**src/rtl/slot_reel_controller_if.sv**
```systemverilog
// Button/tick inputs and reel/speed/result outputs of slot_reel_controller.
// master drives buttons and the divider tick; slave is the controller.
`timescale 1ns/1ps
interface slot_reel_controller_if;
  logic        tick_in;
  logic        spin_btn;
  logic        stop_btn;
  logic [25:0] speed;
  logic [3:0]  reel0;
  logic [3:0]  reel1;
  logic [3:0]  reel2;
  logic        busy;
  logic        win;
  logic        pair;

  modport master (
    output tick_in, spin_btn, stop_btn,
    input  speed, reel0, reel1, reel2, busy, win, pair
  );

  modport slave (
    input  tick_in, spin_btn, stop_btn,
    output speed, reel0, reel1, reel2, busy, win, pair
  );
endinterface

```
**src/rtl/slot_reel_controller.sv**
```systemverilog
// Three-reel slot sequencer: synchronised tick/buttons, reel freeze FSM, divider speed ramp.
// Optional SLOT_AUTOSTOP_EN: a step at MIN_SPEED while spinning acts as a stop.
`timescale 1ns/1ps
module slot_reel_controller #(
  parameter int unsigned MAX_SPEED   = 50000000,
  parameter int unsigned START_SPEED = 20,
  parameter int unsigned MIN_SPEED   = 2,
  parameter int unsigned DECEL_STEP  = 1
) (
  input logic                   clk,
  input logic                   rst,
  slot_reel_controller_if.slave reel_if
);

  typedef enum logic [2:0] {StIdle, StSpin, StLock0, StLock1, StResult} state_e;

  localparam int unsigned StartClamp = (START_SPEED > MAX_SPEED) ? MAX_SPEED : START_SPEED;
  localparam logic [25:0] StartSpeed = 26'(StartClamp);
  localparam logic [25:0] MinSpeed   = 26'(MIN_SPEED);
  localparam logic [25:0] DecelStep  = 26'(DECEL_STEP);
  localparam logic [3:0]  ReelInc [3] = '{4'd1, 4'd3, 4'd7};

  // Bit 0 tick, bit 1 spin, bit 2 stop.
  logic [2:0] w_in;
  logic [2:0] r_sync1, r_sync2, r_prev, r_pulse;
  logic       w_step, w_spin, w_stop, w_stop_eff;

  state_e      r_state, w_state_d;
  logic [3:0]  r_reel [3];
  logic [3:0]  w_reel_d [3];
  logic [25:0] r_speed, w_speed_d;
  logic        r_win, w_win_d;
  logic        r_pair, w_pair_d;
  logic        w_spinning;
  logic [1:0]  w_frozen, w_freeze_lim;

  function automatic logic [3:0] reel_adv(input logic [3:0] cur, input logic [3:0] inc);
    logic [4:0] sum;
    sum = {1'b0, cur} + {1'b0, inc};
    return (sum >= 5'd10) ? 4'(sum - 5'd10) : sum[3:0];
  endfunction

  assign w_in = {reel_if.stop_btn, reel_if.spin_btn, reel_if.tick_in};

  always_ff @(posedge clk or negedge rst) begin
    if (!rst) begin
      r_sync1 <= '0;
      r_sync2 <= '0;
      r_prev  <= '0;
      r_pulse <= '0;
    end else begin
      r_sync1 <= w_in;
      r_sync2 <= r_sync1;
      r_prev  <= r_sync2;
      r_pulse <= r_sync2 & ~r_prev;
    end
  end

  assign w_step = r_pulse[0];
  assign w_spin = r_pulse[1];
  assign w_stop = r_pulse[2];

  assign w_spinning = (r_state == StSpin) || (r_state == StLock0) || (r_state == StLock1);

`ifdef SLOT_AUTOSTOP_EN
  assign w_stop_eff = w_stop | (w_step & w_spinning & (r_speed == MinSpeed));
`else
  assign w_stop_eff = w_stop;
`endif

  always_comb begin
    w_frozen = 2'd0;
    if (r_state == StLock0) w_frozen = 2'd1;
    if (r_state == StLock1) w_frozen = 2'd2;
  end

  // A reel frozen this cycle must not take a coincident step.
  assign w_freeze_lim = w_frozen + {1'b0, (w_stop_eff & w_spinning)};

  always_comb begin
    w_state_d = r_state;
    w_reel_d  = r_reel;
    w_speed_d = r_speed;
    w_win_d   = r_win;
    w_pair_d  = r_pair;

    unique case (r_state)
      StIdle, StResult: begin
        if (w_spin) begin
          w_state_d = StSpin;
          w_speed_d = StartSpeed;
          w_win_d   = 1'b0;
          w_pair_d  = 1'b0;
        end
      end
      StSpin:  if (w_stop_eff) w_state_d = StLock0;
      StLock0: if (w_stop_eff) w_state_d = StLock1;
      StLock1: if (w_stop_eff) w_state_d = StResult;
      default: w_state_d = StIdle;
    endcase

    if (w_spinning && w_step) begin
      for (int i = 0; i < 3; i++) begin
        if (2'(i) >= w_freeze_lim) w_reel_d[i] = reel_adv(r_reel[i], ReelInc[i]);
      end
      w_speed_d = (r_speed >= MinSpeed + DecelStep) ? r_speed - DecelStep : MinSpeed;
    end

    if (w_spinning && (w_state_d == StResult)) begin
      w_win_d   = (w_reel_d[0] == w_reel_d[1]) && (w_reel_d[1] == w_reel_d[2]);
      w_pair_d  = !w_win_d && ((w_reel_d[0] == w_reel_d[1]) || (w_reel_d[1] == w_reel_d[2])
                               || (w_reel_d[0] == w_reel_d[2]));
      w_speed_d = MinSpeed;
    end
  end

  always_ff @(posedge clk or negedge rst) begin
    if (!rst) begin
      r_state <= StIdle;
      r_speed <= MinSpeed;
      r_win   <= 1'b0;
      r_pair  <= 1'b0;
      for (int i = 0; i < 3; i++) r_reel[i] <= 4'd0;
    end else begin
      r_state <= w_state_d;
      r_speed <= w_speed_d;
      r_win   <= w_win_d;
      r_pair  <= w_pair_d;
      for (int i = 0; i < 3; i++) r_reel[i] <= w_reel_d[i];
    end
  end

  assign reel_if.speed = r_speed;
  assign reel_if.reel0 = r_reel[0];
  assign reel_if.reel1 = r_reel[1];
  assign reel_if.reel2 = r_reel[2];
  assign reel_if.busy  = w_spinning;
  assign reel_if.win   = r_win;
  assign reel_if.pair  = r_pair;

endmodule
```
**src/flat_wrapper.sv**
```systemverilog
// flat-port wrapper written by rule: the top's interface ports become plain ports
module slot_reel_controller_flat 
#(
  parameter int unsigned MAX_SPEED   = 50000000,
  parameter int unsigned START_SPEED = 20,
  parameter int unsigned MIN_SPEED   = 2,
  parameter int unsigned DECEL_STEP  = 1
)
  (clk, rst, reel_if_tick_in, reel_if_spin_btn, reel_if_stop_btn, reel_if_speed, reel_if_reel0, reel_if_reel1, reel_if_reel2, reel_if_busy, reel_if_win, reel_if_pair);
  slot_reel_controller_if reel_if_i ();
  input logic clk;
  input logic rst;
  input wire logic [$bits(reel_if_i.tick_in)-1:0] reel_if_tick_in;
  input wire logic [$bits(reel_if_i.spin_btn)-1:0] reel_if_spin_btn;
  input wire logic [$bits(reel_if_i.stop_btn)-1:0] reel_if_stop_btn;
  output wire logic [$bits(reel_if_i.speed)-1:0] reel_if_speed;
  output wire logic [$bits(reel_if_i.reel0)-1:0] reel_if_reel0;
  output wire logic [$bits(reel_if_i.reel1)-1:0] reel_if_reel1;
  output wire logic [$bits(reel_if_i.reel2)-1:0] reel_if_reel2;
  output wire logic [$bits(reel_if_i.busy)-1:0] reel_if_busy;
  output wire logic [$bits(reel_if_i.win)-1:0] reel_if_win;
  output wire logic [$bits(reel_if_i.pair)-1:0] reel_if_pair;
  assign reel_if_i.tick_in = reel_if_tick_in;
  assign reel_if_i.spin_btn = reel_if_spin_btn;
  assign reel_if_i.stop_btn = reel_if_stop_btn;
  assign reel_if_speed = reel_if_i.speed;
  assign reel_if_reel0 = reel_if_i.reel0;
  assign reel_if_reel1 = reel_if_i.reel1;
  assign reel_if_reel2 = reel_if_i.reel2;
  assign reel_if_busy = reel_if_i.busy;
  assign reel_if_win = reel_if_i.win;
  assign reel_if_pair = reel_if_i.pair;
  slot_reel_controller #(.MAX_SPEED(MAX_SPEED), .START_SPEED(START_SPEED), .MIN_SPEED(MIN_SPEED), .DECEL_STEP(DECEL_STEP)) u_core (.clk(clk), .rst(rst), .reel_if(reel_if_i));
endmodule
```
**config.mk**
```make
export PLATFORM = sky130hd
export DESIGN_NAME = slot_reel_controller_flat
export DESIGN_NICKNAME = d
export VERILOG_FILES = /design/src/rtl/slot_reel_controller_if.sv /design/src/rtl/slot_reel_controller.sv /design/src/flat_wrapper.sv
export SDC_FILE = /design/constraint.sdc
export NUM_CORES = 1
export LEC_CHECK = 0
export ABC_AREA = 1
export CORE_MARGIN = 2
export CORE_UTILIZATION = 32
export CTS_CLUSTER_SIZE = 12
export DETAILED_ROUTE_END_ITERATION = 10
export PLACE_DENSITY = 0.56
export SLEW_MARGIN = 40
export SYNTH_ARGS = -nofsm -noshare
export SYNTH_HDL_FRONTEND = slang
export SYNTH_SLANG_ARGS = --single-unit
```
**constraint.sdc**
```tcl
create_clock -name clk -period 2.2 [get_ports clk]
set_input_delay 0.44 -clock clk [delete_from_list [all_inputs] [get_ports clk]]
set_output_delay 0.44 -clock clk [all_outputs]
set_load 0.03 [all_outputs]
```
Word-level counts from Yosys, hierarchy flattened:

Index checks and enable logic that the tools add are counted.

* word-level logic and storage cells: 77
* output and inout port bits: 41
* register bits: 55

* equality and inequality tests: 8
* reduce and logical (&&, ||, !) cells: 17
* $add $sub $neg: 8
* multiplexer cells: 23
* bitwise gates (word level): 3
* order comparisons: 7

Operators by type and width (number)
* 2-to-1 mux 26 bit: 5
* greater-or-equal comparator 26 x 2 -> 1 bit, second input constant: 1
* subtractor 26 x 1 -> 26 bit, second input constant: 1
* 2-to-1 mux 4 bit: 6
* greater-or-equal comparator 5 x 4 -> 1 bit, second input constant: 3
* == test 4 bit: 3
* 2-to-1 mux 12 bit: 1
* 2-to-1 mux 3 bit: 4
* one-hot mux 3 bit (4 select lines): 1
* subtractor 4 bit, second input constant: 3
* == test 3 x 2 -> 1 bit, second input constant: 2
* == test 3 bit, second input constant: 2
* nonzero test 3 bit: 2
* adder 4 x 1 -> 5 bit, second input constant: 1
* adder 4 x 2 -> 5 bit, second input constant: 1
* adder 4 x 3 -> 5 bit, second input constant: 1
* 2-to-1 mux 1 bit: 5
* greater-or-equal comparator 1 x 2 -> 1 bit, first input constant: 2
* logical AND 1 bit: 4
* logical OR 1 bit: 4
* AND reduction 2 bit: 2
* nonzero test 2 bit: 2
* bitwise AND 3 bit: 1
* == test 3 x 1 -> 1 bit, second input constant: 1
* other kinds (8): 8

Longest topological paths before layout:

Gate-level depths: netlist of run 1.

* depth after elaboration: 13
* mapped depth: 21
* gate-level depth less buffers: 21

Worst setup path after synthesis of run 1:

OpenSTA, ideal clock, no wires.

* path kind: register -> register
* start point: register u_core.r_reel, in the netlist u_core.reel_if.reel2[0]
* end point: register u_core.r_pair, in the netlist u_core.reel_if.pair
* arrival time: 2.221 ns
* data required time: 2.083 ns
* cell stages (with the launch flop): 22
* period minus slack after synthesis: 2.339 ns
* path slack: -0.139 ns
* path through: dfrtp_1 > inv_1 > ha_1 > inv_1 > nand2_1 > nand2_1 > inv_1 > ha_1 > o21ai_0 > nand2_1 > nand2_1 > nand2_1 > nand3_1 > nand2_1 > inv_1 > nand2_1 > nand2_1 > nor2_2 > nor2_1 > nand2_1 > nand2_1 > nand2_1

RTL lines
* start, declared: RTL line slot_reel_controller.sv:29 `logic [3:0] r_reel [3];`
* end signal, assigned: RTL line slot_reel_controller.sv:128 `r_pair <= w_pair_d;`
* end, declared: RTL line slot_reel_controller.sv:33 `logic r_pair, w_pair_d;`

==> metrics.md, run 1 <==
| Metric | Value |
|---|---|
| Avg Cell Area, Syn | `7.14 sq um` |
| Crit path max-delay cell type | `dfrtp_2` |
| TritonCTS Buffers | `5` |
| Power per Cell Area | `1520 nW/um^2` |
| Horiz. Die Dim | `109 um` |
| Clock buffer depth | `2` |
| Post-Route Utilization | `45.2%` |
| Worst-margin pin slew | `0.333 ns` |
| Syn Nets | `507` |
| Minimum clock period | `2.14 ns` |
| Arrival time worst endpoint | `2.36 ns` |
| Most common cell after layout, fill and taps aside | `nand2_1` |
| Critical path depth | `18` |
| P_sw | `3.73 mW` |
| Detail Route Antenna Nets | `0` |
| Int Pwr | `3.64 mW` |
| DIE HEIGHT | `109 um` |
| Seq pwr share | `22.2%` |
| Routed wire length | `9000 um` |
| Seq/Total Area, Yosys | `39.4%` |
| Yosys cell types | `31` |
| Global-route wire length before repair | `14500 um` |
| Most frequent cells in the layout | `nand2_1 (120), inv_1 (73), buf_4 (50), nand3_1 (47), dfrtp_1 (46)` |
| DRT Pass-1 Iters | `4` |
| Clk Tree Root Cell | `clkbuf_8` |
| Initial drt markers | `169` |
| Antenna Diode Count | `0` |
| Via Count | `3430` |
| GP Congestion | `0.847` |
| Clk pin slew, worst setup/hold paths | `0.11 ns` |
| H-Tree Level Count | `2` |
| Row count | `38` |
| R2R Path Start | `u_core.reel_if.reel2[1]$_DFF_PN0_` |
| DR vias/cell | `4.69` |
| Fin. Hold Viols | `0` |
| Core area | `10700 sq um` |
| Clock Power Share | `8.0%` |
| Final cell count without fillers | `731` |
| Clock sink total | `55` |
| Clk_skew | `0.0107 ns` |
| Worst setup path startpoint | `u_core.reel_if.reel2[1]$_DFF_PN0_` |
| Syn-to-layout area delta | `38.8%` |
| Comb pwr share | `69.9%` |
| Most numerous cell on the critical path | `nand2_2` |
| CP Cell Sequence | `inv_2 > ha_4 > nand2_2 > nand2_2 > inv_2 > ha_4 > o21ai_1 > nand2_2 > nand2_2 > nand2_2 > nand3_2 > nand2_4 > nand2_2 > nand3_2 > nor2_4 > a21oi_2 > nand2_1 > nand2_1` |
| Leakage Power | `2.35 nW` |
| Crit share post-route | `97.3%` |
| Critical path endpoint | `u_core.reel_if.pair$_DFFE_PN0P_` |
| Req. time, crit path | `2.42 ns` |
| CP max stage delay | `0.42 ns` |
| FF-to-FF End | `u_core.reel_if.pair$_DFFE_PN0P_` |
| Nets@finish | `607` |
| Crit Path Max Fanout | `4` |
| RSZ-0062 raised after global routing | `yes` |
| Buffers added on ports | `45` |
| HP Class | `in2async` |
| Layout cells sized above 1 | `25.4%` |
| Detail Placement HPWL | `6380 um` |
| Fmax achieved | `0.467 GHz` |
| Largest net degree at the start of global routing | `56` |
| Setup-failing EPs final | `0` |
| Register bit total from synthesis | `55` |
| Crit path capture type | `register` |
| I/O pin cnt | `46` |
| # DRC | `0` |
| Vias in the first global route | `3222` |
| Switching share of power | `50.6%` |
| Antenna violations before repair | `0` |
| Initial cell density of the core | `32.6%` |
| Buffers and inverters on the worst path | `2` |
| CTS tree | `built` |
| Maximum vdd drop | `0.593 mV` |
| Full die area | `11800 sq um` |
| Status | `completed` |
| R2R depth | `18` |
| Number of max-cap violations | `0` |
| Cell family with most CP delay | `simple AND/OR/NAND/NOR gates` |
| Worst-Skew Late Latency | `0.32 ns` |
| Max-slew violations | `0` |
| Wire per inst | `12.3 um` |
| Synthesized instance count | `490` |
| Slew headroom | `77.7%` |
| Cell area after synthesis | `3500 sq um` |
| Startpoint Class | `register` |
| Cell total after placement | `704` |
| Setup CP Type | `reg2reg` |
| GRT overflow | `0` |
| Tot GR Track Use | `15.2%` |
| Reg2Reg Setup Slack | `0.06 ns` |
| Synthesis Warnings | `0` |
-- layer usage --
metal	GRT usage, %	part of all wire, %	vias to the layer above
met2	25.6	51	51
met4	3.57	0.83	0
met5	0	0	-
met1	20.5	45	1621
li1	-	-	1751
met3	2.41	2.8	7
-- cells by family (layout without fill, tap and decap cells) --
kind of cell               after synthesis  after routing  share of synthesized area, %
and+or+nand+nor                        279            279                          36.1
buffers and inverters                   83            184                          9.19
DFF                                     55             55                          39.4
AOI/OAI and AO/OA                       48             48                          7.76
xor gates and xnor gates                13             13                          3.25
adders and majority gates               12             12                          4.29
-- timing repair --
| action | CTS | global route |
|---|---|---|
| hold buffers | 0 | 0 |
| setup endpoints to repair | 3 | 7 |
| buffers inserted | 1 | 18 |
| pin swaps | 1 | 43 |
| resized for setup | 7 | 72 |
-- layout make-up --
cell class              count  area [sq um]
fillers                  1128          5890
multi-input cells         352          2060
flip-flops and latches     55          1390
repair buffers             96           840
inverters                  80           300
well taps                 140           175
clock buffers               5          68.8
clock inverters             3          22.5
-- sequential cells by signal, indices dropped and copies added (netlist names), 3 cells and up --
name                  flops
u_core.reel_if.speed     26
u_core.r_prev             3
u_core.reel_if.reel1      4
u_core.r_state            3
u_core.r_pulse            3
u_core.r_sync2            3
u_core.reel_if.reel0      4
u_core.reel_if.reel2      4
u_core.r_sync1            3
-- metrics by stage --
| step | cell area [sq um] | hold WS (ns) | worst slack (ns) | total power, mW | setup TNS [ns] |
|---|---|---|---|---|---|
| after floorplan | 3510 | 0.144 | 0.0132 | 4.47 | 0 |
| after CTS | 4470 | 0.108 | 0.000210 | 6.57 | 0 |
| final | 4860 | 0.0978 | 0.0588 | 7.37 | 0 |
| after detailed placement | 4360 | 0.335 | -0.0360 | 5.92 | -0.0648 |
| after global routing | 4860 | 0.119 | -0.113 | 8.00 | -0.262 |
| after global placement | 4360 | 0.333 | 0.0181 | 5.87 | 0 |
-- synthesized netlist by cell type (all sizes together) --
library cell | instances | share of area, %
nand2 | 155 | 18
inv | 80 | 8.6
nand3 | 56 | 8.3
nor2 | 56 | 7.9
dfrtp | 54 | 39
o21ai | 24 | 3.6
xor2 | 13 | 3.3
ha | 12 | 4.3
a21oi | 10 | 1.4
o22ai | 9 | 1.6
nand4 | 5 | 0.89
nor3 | 5 | 1.2
buf | 3 | 0.61
a22oi | 2 | 0.43
nor4 | 2 | 0.36
a31oi | 1 | 0.18
dfstp | 1 | 0.75
o211ai | 1 | 0.21
o41ai | 1 | 0.25
-- worst min path at each step --
| stage | from | endpoint | slack (ns) | cells past startpoint |
|---|---|---|---|---|
| 6_report | rst | u_core.reel_if.speed[16]$_DFFE_PN0P_ | 0.1 | 2 |
| 2_1_floorplan | rst | u_core.r_prev[0]$_DFF_PN0_ | 0.14 | 0 |
| 3_5_place_dp | u_core.r_sync1[1]$_DFF_PN0_ | u_core.r_sync2[1]$_DFF_PN0_ | 0.33 | 0 |
| 3_3_place_gp | u_core.r_sync1[2]$_DFF_PN0_ | u_core.r_sync2[2]$_DFF_PN0_ | 0.33 | 0 |
| 4_1_cts | rst | u_core.reel_if.speed[16]$_DFFE_PN0P_ | 0.11 | 2 |
| 5_1_grt | rst | u_core.reel_if.speed[19]$_DFFE_PN0P_ | 0.12 | 2 |
-- power groups by stage --
| stage | registers [mW] | clock network [mW] | logic [mW] |
|---|---|---|---|
| finish | 1.63 | 0.588 | 5.15 |
| global route | 1.68 | 0.655 | 5.67 |
| CTS | 1.62 | 0.620 | 4.33 |
| detailed placement | 1.63 | 0 | 4.29 |
| global placement | 1.63 | 0 | 4.25 |
| floorplan | 2.09 | 0 | 2.38 |
Power figures use the tool's default switching activity.
==> run 2, diff against run 1 <==
ABC_CLOCK_PERIOD_IN_PS = 2200   (was not set)
==> results of run 2 <==
The final DEF is identical to that of run 1; final timing and power are the same.
==> run 3, diff against run 2 <==
CORE_MARGIN = 3   (was 2)
==> metrics.md, run 3 (synthesized netlist as in run 1, its figures left out) <==
| Metric | Value |
|---|---|
| Antenna Diode Count | `0 (unchanged)` |
| Core area | `10500 sq um (-2.6%)` |
| Arrival time worst endpoint | `2.40 ns (+0.04 ns)` |
| Nets@finish | `602 (-0.82%)` |
| CTS tree | `built` |
| Number of max-cap violations | `0 (unchanged)` |
| Power per Cell Area | `1480 nW/um^2 (-2.8%)` |
| Clk_skew | `0.0153 ns (+0.00461 ns)` |
| CTS Hold Buffers Added | `0 (unchanged)` |
| GP Congestion | `0.819 (-3.4%)` |
| Full die area | `12200 sq um (+3.7%)` |
| Startpoint Class | `register` |
| Crit path capture type | `register` |
| Cell family with most CP delay | `simple AND/OR/NAND/NOR gates` |
| I/O pin cnt | `46 (unchanged)` |
| Initial drt markers | `145 (-14%)` |
| Detail Route Antenna Nets | `0 (unchanged)` |
| Design Area, Final | `4680 sq um (-3.6%)` |
| Slew headroom | `78.2% (+0.52 points)` |
| Cell total after placement | `705 (+0.14%)` |
| Most numerous cell on the critical path | `nand2_1` |
| TNS Setup | `0 ns (unchanged)` |
| Layout cells sized above 1 | `19.5% (-5.9 points)` |
| Syn-to-layout area delta | `33.8%` |
| Tot GR Track Use | `14.1% (-1.1 points)` |
| Worst-margin pin slew | `0.326 ns (-0.00777 ns)` |
| Crit share post-route | `98.7% (+1.4 points)` |
| Fin. Hold Viols | `0 (unchanged)` |
| TritonCTS Buffers | `5 (unchanged)` |
| Pre-CTS setup slack | `-0.0627 ns (-0.0267 ns)` |
| Most common cell after layout, fill and taps aside | `nand2_1` |
| Max-slew violations | `0 (unchanged)` |
| # DRC | `0 (unchanged)` |
| Worst-Skew Late Latency | `0.32 ns (about the same)` |
| Clk Tree Root Cell | `clkbuf_8` |
| Antenna violations before repair | `0 (unchanged)` |
| Clk pin slew, worst setup/hold paths | `0.11 ns (about the same)` |
| Clock buffer depth | `2 (unchanged)` |
| DRT Pass-1 Iters | `4 (unchanged)` |
| Routed wire length | `8670 um (-3.6%)` |
| Detail Placement HPWL | `6440 um (+0.98%)` |
| Placed inst area | `4400 sq um (+1.0%)` |
| Buffers and inverters on the worst path | `2 (unchanged)` |
| Initial cell density of the core | `33.4% (+0.88 points)` |
| Clock sink total | `55 (unchanged)` |
| Vias in the first global route | `3237 (+0.47%)` |
| Req. time, crit path | `2.43 ns (about the same)` |
| Via Count | `3402 (-0.82%)` |
| Largest net degree at the start of global routing | `56 (unchanged)` |
| RSZ-0062 raised after global routing | `yes` |
| Maximum vdd drop | `0.497 mV (-16%)` |
| HP Class | `in2async` |
| Setup-failing EPs final | `0 (unchanged)` |
| DIE HEIGHT | `111 um (+1.8%)` |
| Fmax achieved | `0.460 GHz (-1.4%)` |
| CP Cell Sequence | `inv_1 > ha_1 > ha_1 > nand2_1 > nand2_2 > nand2_1 > nand2_1 > nand3_1 > nand2_2 > buf_4 > nor2_1 > nor2_1 > nand3_1 > nand2_1 > nand2_1 > nand2_1` |
| DR vias/cell | `4.71 (+0.42%)` |
| Worst setup margin | `0.0279 ns (-0.0310 ns)` |
| Most frequent cells in the layout | `nand2_1 (137), inv_1 (76), nand3_1 (53), dfrtp_1 (47), buf_4 (44)` |
| Wire per inst | `12.0 um (-2.4%)` |
| Horiz. Die Dim | `111 um (+1.8%)` |
| Global-route wire length before repair | `14800 um (+2.0%)` |
| Final cell count without fillers | `722 (-1.2%)` |
| H-Tree Level Count | `2 (unchanged)` |
| CP max stage delay | `0.43 ns (about the same)` |
| Status | `completed` |
| Minimum clock period | `2.17 ns (+0.0310 ns)` |
| Crit path max-delay cell type | `dfrtp_2` |
| GRT overflow | `0 (unchanged)` |
| Crit Path Max Fanout | `6 (+2)` |
| Row count | `37 (-2.6%)` |
| Setup CP Type | `reg2reg` |
| Post-Route Utilization | `44.8% (-0.44 points)` |
| Buffers added on ports | `45 (unchanged)` |
| Leakage Power | `2.33 nW (-0.74%)` |
| Max reg flops | `26 (unchanged)` |
[run 3: power breakdown]
group / internal (mW) / switching (mW) / total [mW]
Combinational: 1.88 / 2.81 / 4.69
Clock: 0.264 / 0.365 / 0.629
Sequential: 1.30 / 0.293 / 1.60
[run 3: layer usage]
layer / global-route usage [%] / part of all wire, % / up-vias
met3: 2.63 / 3.4 / 7
li1: - / - / 1747
met5: 0 / 0 / -
met2: 23.5 / 49 / 60
met1: 19.3 / 47 / 1588
met4: 2.55 / 0.73 / 0
[run 3: worst paths after layout]
path | end | slack [ns] | startpoint | cells past startpoint
max | u_core.reel_if.pair$_DFFE_PN0P_ | 0.03 | u_core.reel_if.reel0[1]$_DFF_PN0_ | 16
min | u_core.reel_if.speed[10]$_DFFE_PN0P_ | 0.10 | rst | 2
max reg2reg | u_core.reel_if.pair$_DFFE_PN0P_ | 0.03 | u_core.reel_if.reel0[1]$_DFF_PN0_ | 16
min reg2reg | u_core.r_sync2[2]$_DFF_PN0_ | 0.36 | u_core.r_sync1[2]$_DFF_PN0_ | 0
max in group asynchronous | u_core.reel_if.speed[1]$_DFFE_PN1P_ | 1.81 | rst | 2
min in group clk | u_core.r_sync2[2]$_DFF_PN0_ | 0.36 | u_core.r_sync1[2]$_DFF_PN0_ | 0
[run 3: what timing repair did]
action                                  4_1_cts  5_1_grt
buffers inserted                              2        7
gates resized for setup                       7       31
pin swaps                                     0       20
endpoints found under the setup margin        3        7
[run 3: final cells by class]
type,instances,area (sq um)
Multi-Input combinational cell,352,1910
Sequential cell,55,1390
Timing Repair Buffer,91,815
Fill cell,1073,5780
Tap cell,136,170
Clock buffer,6,82.6
Clock inverter,2,18.8
Inverter,80,300
[run 3: per-stage QoR]
stage | hold slack (ns) | power, mW
2_1_floorplan | 0.144 | 4.47
3_3_place_gp | 0.332 | 5.94
3_5_place_dp | 0.335 | 5.99
4_1_cts | 0.112 | 6.68
5_1_grt | 0.115 | 7.60
6_report | 0.103 | 6.91
==> edit 1 (settings of run 3) <==
Make the reset (`rst`) synchronous in 2 clocked blocks.
--- a/src/rtl/slot_reel_controller.sv
+++ b/src/rtl/slot_reel_controller.sv
@@ -44,3 +44,3 @@
 
-  always_ff @(posedge clk or negedge rst) begin
+  always_ff @(posedge clk) begin
     if (!rst) begin
@@ -116,3 +116,3 @@
 
-  always_ff @(posedge clk or negedge rst) begin
+  always_ff @(posedge clk) begin
     if (!rst) begin
Check against the original RTL: differs if rst is asserted again (counterexample within 10 cycles, from zero or initial values and one cycle with rst low); with rst held inactive, the same outputs for 10 cycles.
==> edit 1 against run 3 <==
Hold slack gained 0.28 ns. Worst setup slack improved by 0.021 ns. Final area decreased by 5.5%. Synthesized cell count up 7.3%. Clock skew fell by 0.0018 ns. Sequential cell count is the same. Synthesized area shrank 5.1%. Wire length decreased by 2.4%.
Power is left out: it rests on default switching activity, and per cell area and clock period it moved more than threefold.
==> edit 1: results (changes against run 3) <==
fin crit share = 97.8% (-0.93 points)
GP Congestion = 0.840 (+2.7%)
Clock Path Buffers = 2 (unchanged)
Syn Nets = 543 (+7.1%)
run status = completed
via/cell ratio = 4.69 (-0.52%)
Post-synth ARST share = 0% (-100 points)
pre-CTS setup slack = 0.00723 ns (+0.0699 ns)
All-Layer GR Usage = 14.8% (+0.70 points)
first-pass GRT wire length = 14200 um (-3.6%)
Worst R2R Setup Slack = 0.05 ns (+0.02 ns)
Netlist cell types = 35 (+13%)
CP max FO = 7 (+1)
CTS Buf Count = 5 (unchanged)
commonest cells in the netlist = nand2_1 (162), inv_1 (74), nor2_1 (65), dfxtp_1 (55), nand3_1 (44)
pin count of the biggest net entering global routing = 19 (-66%)
post-layout net count = 622 (+3.3%)
Antenna Cells = 0 (unchanged)
Synth area leaders = dfxtp_1 (33%), nand2_1 (18%), inv_1 (8.4%)
vias in the first global route = 3156 (-2.5%)
R2R depth = 15 (-1)
DR pass1 iterations = 4 (unchanged)
worst-skew pair later-pin latency = 0.31 ns
worst r2r src = u_core.r_state[0]$_SDFF_PN0_
measured slew at the worst slew-check pin = 0.511 ns (+0.185 ns)
Reg2Reg Capture Point = u_core.reel_if.pair$_SDFFE_PN0P_
DRT iter0 DRCs = 160 (+10%)
post-DP HPWL = 6450 um (+0.17%)
Worst Skew = 0.0135 ns (-0.00178 ns)
ys flop type = dfxtp_1
share of cells above drive strength 1 = 16.5% (-3.0 points)
Hold Path Class = flip-flop to flip-flop
Worst EP arrival = 2.35 ns (-0.05 ns)
WL final = 8460 um (-2.4%)
register area share after synthesis = 33.2% (-6.2 points)
CTS clk-pin slew, worst paths = 0.10 ns
edit 1: what timing repair did:
item                                    4_1_cts  5_1_grt
gates resized for setup                       6       43
gates cloned                                  0        0
setup buffers                                 0        5
pin swaps                                     1       24
endpoints found under the setup margin        2        7
endpoints found under the hold margin         0        0
edit 1: per-stage QoR:
step,instances,cell area [um^2],hold slack [ns],utilization (%),setup TNS (ns)
after floorplan,526,3340,0.368,-,0
after global placement,726,4140,0.371,41.7,0
after detailed placement,726,4140,0.376,41.7,0
after CTS,734,4250,0.391,42.9,0
after global routing,739,4420,0.400,44.6,-0.239
final,739,4420,0.385,44.6,0
edit 1: metal layers:
| layer | up-vias | global-route usage [%] | part of all wire, % |
|---|---|---|---|
| li1 | 1822 | - | - |
| met1 | 1569 | 20.4 | 49 |
| met2 | 69 | 23.9 | 46 |
| met3 | 4 | 3.00 | 4.6 |
| met4 | 0 | 3.25 | 0.63 |
| met5 | - | 0 | 0 |
edit 1: how the worst min path moves through the flow:
stage          slack [ns]                   startpoint                      endpoint  cells after the start
2_1_floorplan        0.37  u_core.r_prev[0]$_SDFF_PN0_  u_core.r_pulse[0]$_SDFF_PN0_                      1
3_3_place_gp         0.37  u_core.r_prev[2]$_SDFF_PN0_  u_core.r_pulse[2]$_SDFF_PN0_                      1
3_5_place_dp         0.38  u_core.r_prev[0]$_SDFF_PN0_  u_core.r_pulse[0]$_SDFF_PN0_                      1
4_1_cts              0.39  u_core.r_prev[0]$_SDFF_PN0_  u_core.r_pulse[0]$_SDFF_PN0_                      1
5_1_grt              0.40  u_core.r_prev[0]$_SDFF_PN0_  u_core.r_pulse[0]$_SDFF_PN0_                      1
6_report             0.39  u_core.r_prev[2]$_SDFF_PN0_  u_core.r_pulse[2]$_SDFF_PN0_                      1
edit 1: logic make-up after synthesis:
family	share of synthesized area, %
AND/OR/NAND/NOR	39.8
buffers and inverters	9.76
AO/OA/AOI/OAI	10.1
flip-flops	33.2
adder cells (fa/ha/maj)	4.52
XOR/XNOR	2.64
edit 1: final cells by class:
type / count / area [um^2]
fillers: 1065 / 5490
multi-input cells: 386 / 2030
flip-flops and latches: 55 / 1130
repair buffers: 78 / 701
inverters: 79 / 302
well taps: 133 / 166
clock buffers: 7 / 86.3
clock inverters: 1 / 8.76
edit 1: worst max-delay path, stage by stage (launching register included):
cell	delay, ns
dfxtp_4	0.40
nor2_4	0.04
nor3_2	0.18
ha_2	0.30
inv_2	0.07
nand4_4	0.17
nand2_2	0.15
inv_2	0.05
nor2_4	0.11
nor2_1	0.05
nor2_1	0.09
nand3_1	0.10
nor2_1	0.14
a21oi_2	0.08
nand3_1	0.07
nand2_1	0.05
==> edit 2 (settings of run 3) <==
Without the edit above. `START_SPEED` is set to 20 in 2 places; all go to 19.
--- a/src/rtl/slot_reel_controller.sv
+++ b/src/rtl/slot_reel_controller.sv
@@ -5,3 +5,3 @@
   parameter int unsigned MAX_SPEED   = 50000000,
-  parameter int unsigned START_SPEED = 20,
+  parameter int unsigned START_SPEED = 19,
   parameter int unsigned MIN_SPEED   = 2,
--- a/src/flat_wrapper.sv
+++ b/src/flat_wrapper.sv
@@ -4,3 +4,3 @@
   parameter int unsigned MAX_SPEED   = 50000000,
-  parameter int unsigned START_SPEED = 20,
+  parameter int unsigned START_SPEED = 19,
   parameter int unsigned MIN_SPEED   = 2,
Formal check against the unedited RTL: not equivalent (a bounded check fails within 10 cycles, from zero or initial values and one cycle with rst low).
==> edit 2 against run 3 <==
The run now ends with setup timing left. Final area up 0.37%. Sequential cell count unchanged. Count of clock-buffer cells in the layout fell by 1. Largest cell class unchanged. Cell count decreased by 1.2%. Power is 12% lower. Worst setup slack worse by 0.063 ns. Synthesized area fell by 0.54%. Combinational power decreased by 14%. Wire length up 2.9%. Core utilization grew 0.17 points. Clock power fell by 6.8%. Sequential power decreased by 9%. Clock skew fell by 0.011 ns.
==> edit 2: results (changes against run 3) <==
post-DP HPWL = 6580 um (+2.2%)
All-Layer GR Usage = 14.9% (+0.78 points)
number of sequential cells = 55 (unchanged)
Buffers excl. clock = 84 (-7.7%)
met2 routed wirelength = 4500 um (+6.8%)
setup ws final = -0.0348 ns (-0.0626 ns)
clock network area share = 2.00% (-0.17 points)
Area after DPL = 4340 um^2 (-1.4%)
met3 WL = 312 um (+4.7%)
met1 track demand over resource = 19.8% (+0.43 points)
CTS root buf = clkbuf_8
Power Clock = 586 uW (-6.8%)
total power = 6070 uW (-12%)
fraction of area in multi-input gates = 42.4% (+1.6 points)
failing checks = setup timing
final setup violation count = 1 (+1)
worst r2r src = u_core.r_pulse[2]$_DFF_PN0_
#MultiIn Comb = 350 (-0.57%)
WL final = 8920 um (+2.9%)
met1 WL = 4020 um (-1.8%)
pre-CTS setup slack = -0.0847 ns (-0.0220 ns)
met2 global-route usage = 25.2% (+1.7 points)
GP Congestion = 0.857 (+4.7%)
vias in the first global route = 3170 (-2.1%)
Worst EP arrival = 2.49 ns (+0.09 ns)
buffer share of cell area = 16.0% (-1.4 points)
P_int = 3030 uW (-12%)
met3 GRT Util = 2.56% (-0.068 points)
Syn Nets = 506 (-0.20%)
run status = finished with violations
post-layout net count = 593 (-1.5%)
register area share after synthesis = 39.6% (+0.21 points)
area grow syn2layout = 35.0%
Crit. Startpoint = u_core.r_pulse[2]$_DFF_PN0_
via/cell ratio = 4.73 (+0.34%)
clock buf count = 5 (-1)
Netlist cell types = 32 (+3.2%)
CP max FO = 8 (+2)
Worst VDD drop = 602 uV (+21%)
Synth area leaders = dfrtp_1 (39%), nand2_1 (15%), inv_1 (8.5%)
comb pwr = 4020 uW (-14%)
Worst Skew = 0.00409 ns (-0.0112 ns)
commonest cells in the netlist = nand2_1 (143), inv_1 (79), nand3_1 (55), dfrtp_1 (54), nor2_1 (51)
fillers = 1098 (+2.3%)
first-pass GRT wire length = 14500 um (-1.9%)
edit 2: logic make-up (layout without fill, tap and decap cells):
logic type	after synthesis	in the layout	share of synthesized area, %
buffers and inverters	84	172	9.17
AO/OA/AOI/OAI	48	48	7.91
flip-flops	55	55	39.6
adder cells (fa/ha/maj)	12	12	4.31
XOR/XNOR	13	13	3.27
AND/OR/NAND/NOR	277	277	35.8
edit 2: repair_timing:
action	in CTS	in global routing
pin swaps	4	28
gates resized for setup	6	61
setup endpoints to repair	3	23
setup buffers	1	6
edit 2: worst paths after layout:
| path | to | slack [ns] | cells past startpoint |
|---|---|---|---|
| setup / recovery | u_core.reel_if.pair$_DFFE_PN0P_ | -0.03 | 16 |
| hold / removal | u_core.reel_if.speed[24]$_DFFE_PN0P_ | 0.11 | 2 |
| setup reg to reg | u_core.reel_if.pair$_DFFE_PN0P_ | -0.03 | 16 |
| hold reg to reg | u_core.r_sync2[1]$_DFF_PN0_ | 0.36 | 0 |
| max in group asynchronous | u_core.reel_if.speed[1]$_DFFE_PN1P_ | 1.80 | 2 |
| min in group clk | u_core.r_sync2[1]$_DFF_PN0_ | 0.36 | 0 |
edit 2: worst max-delay path, stage by stage, from the launching register on:
cell	delay (ns)
dfrtp_1	0.41
inv_2	0.07
nor3_4	0.23
ha_4	0.17
nand4_1	0.10
nand2_2	0.15
nand2_8	0.10
nor2_8	0.18
nand2_2	0.08
nand2_2	0.09
xor2_1	0.16
o21ai_1	0.10
nor2_1	0.09
nand3_1	0.08
nand2_1	0.08
nand2_1	0.05
nand2_1	0.05
edit 2: stage by stage:
stage	hold slack (ns)	std cells
CTS	0.119	707
floorplan	0.144	489
global placement	0.333	698
global route	0.130	713
finish	0.107	713
detailed placement	0.335	698
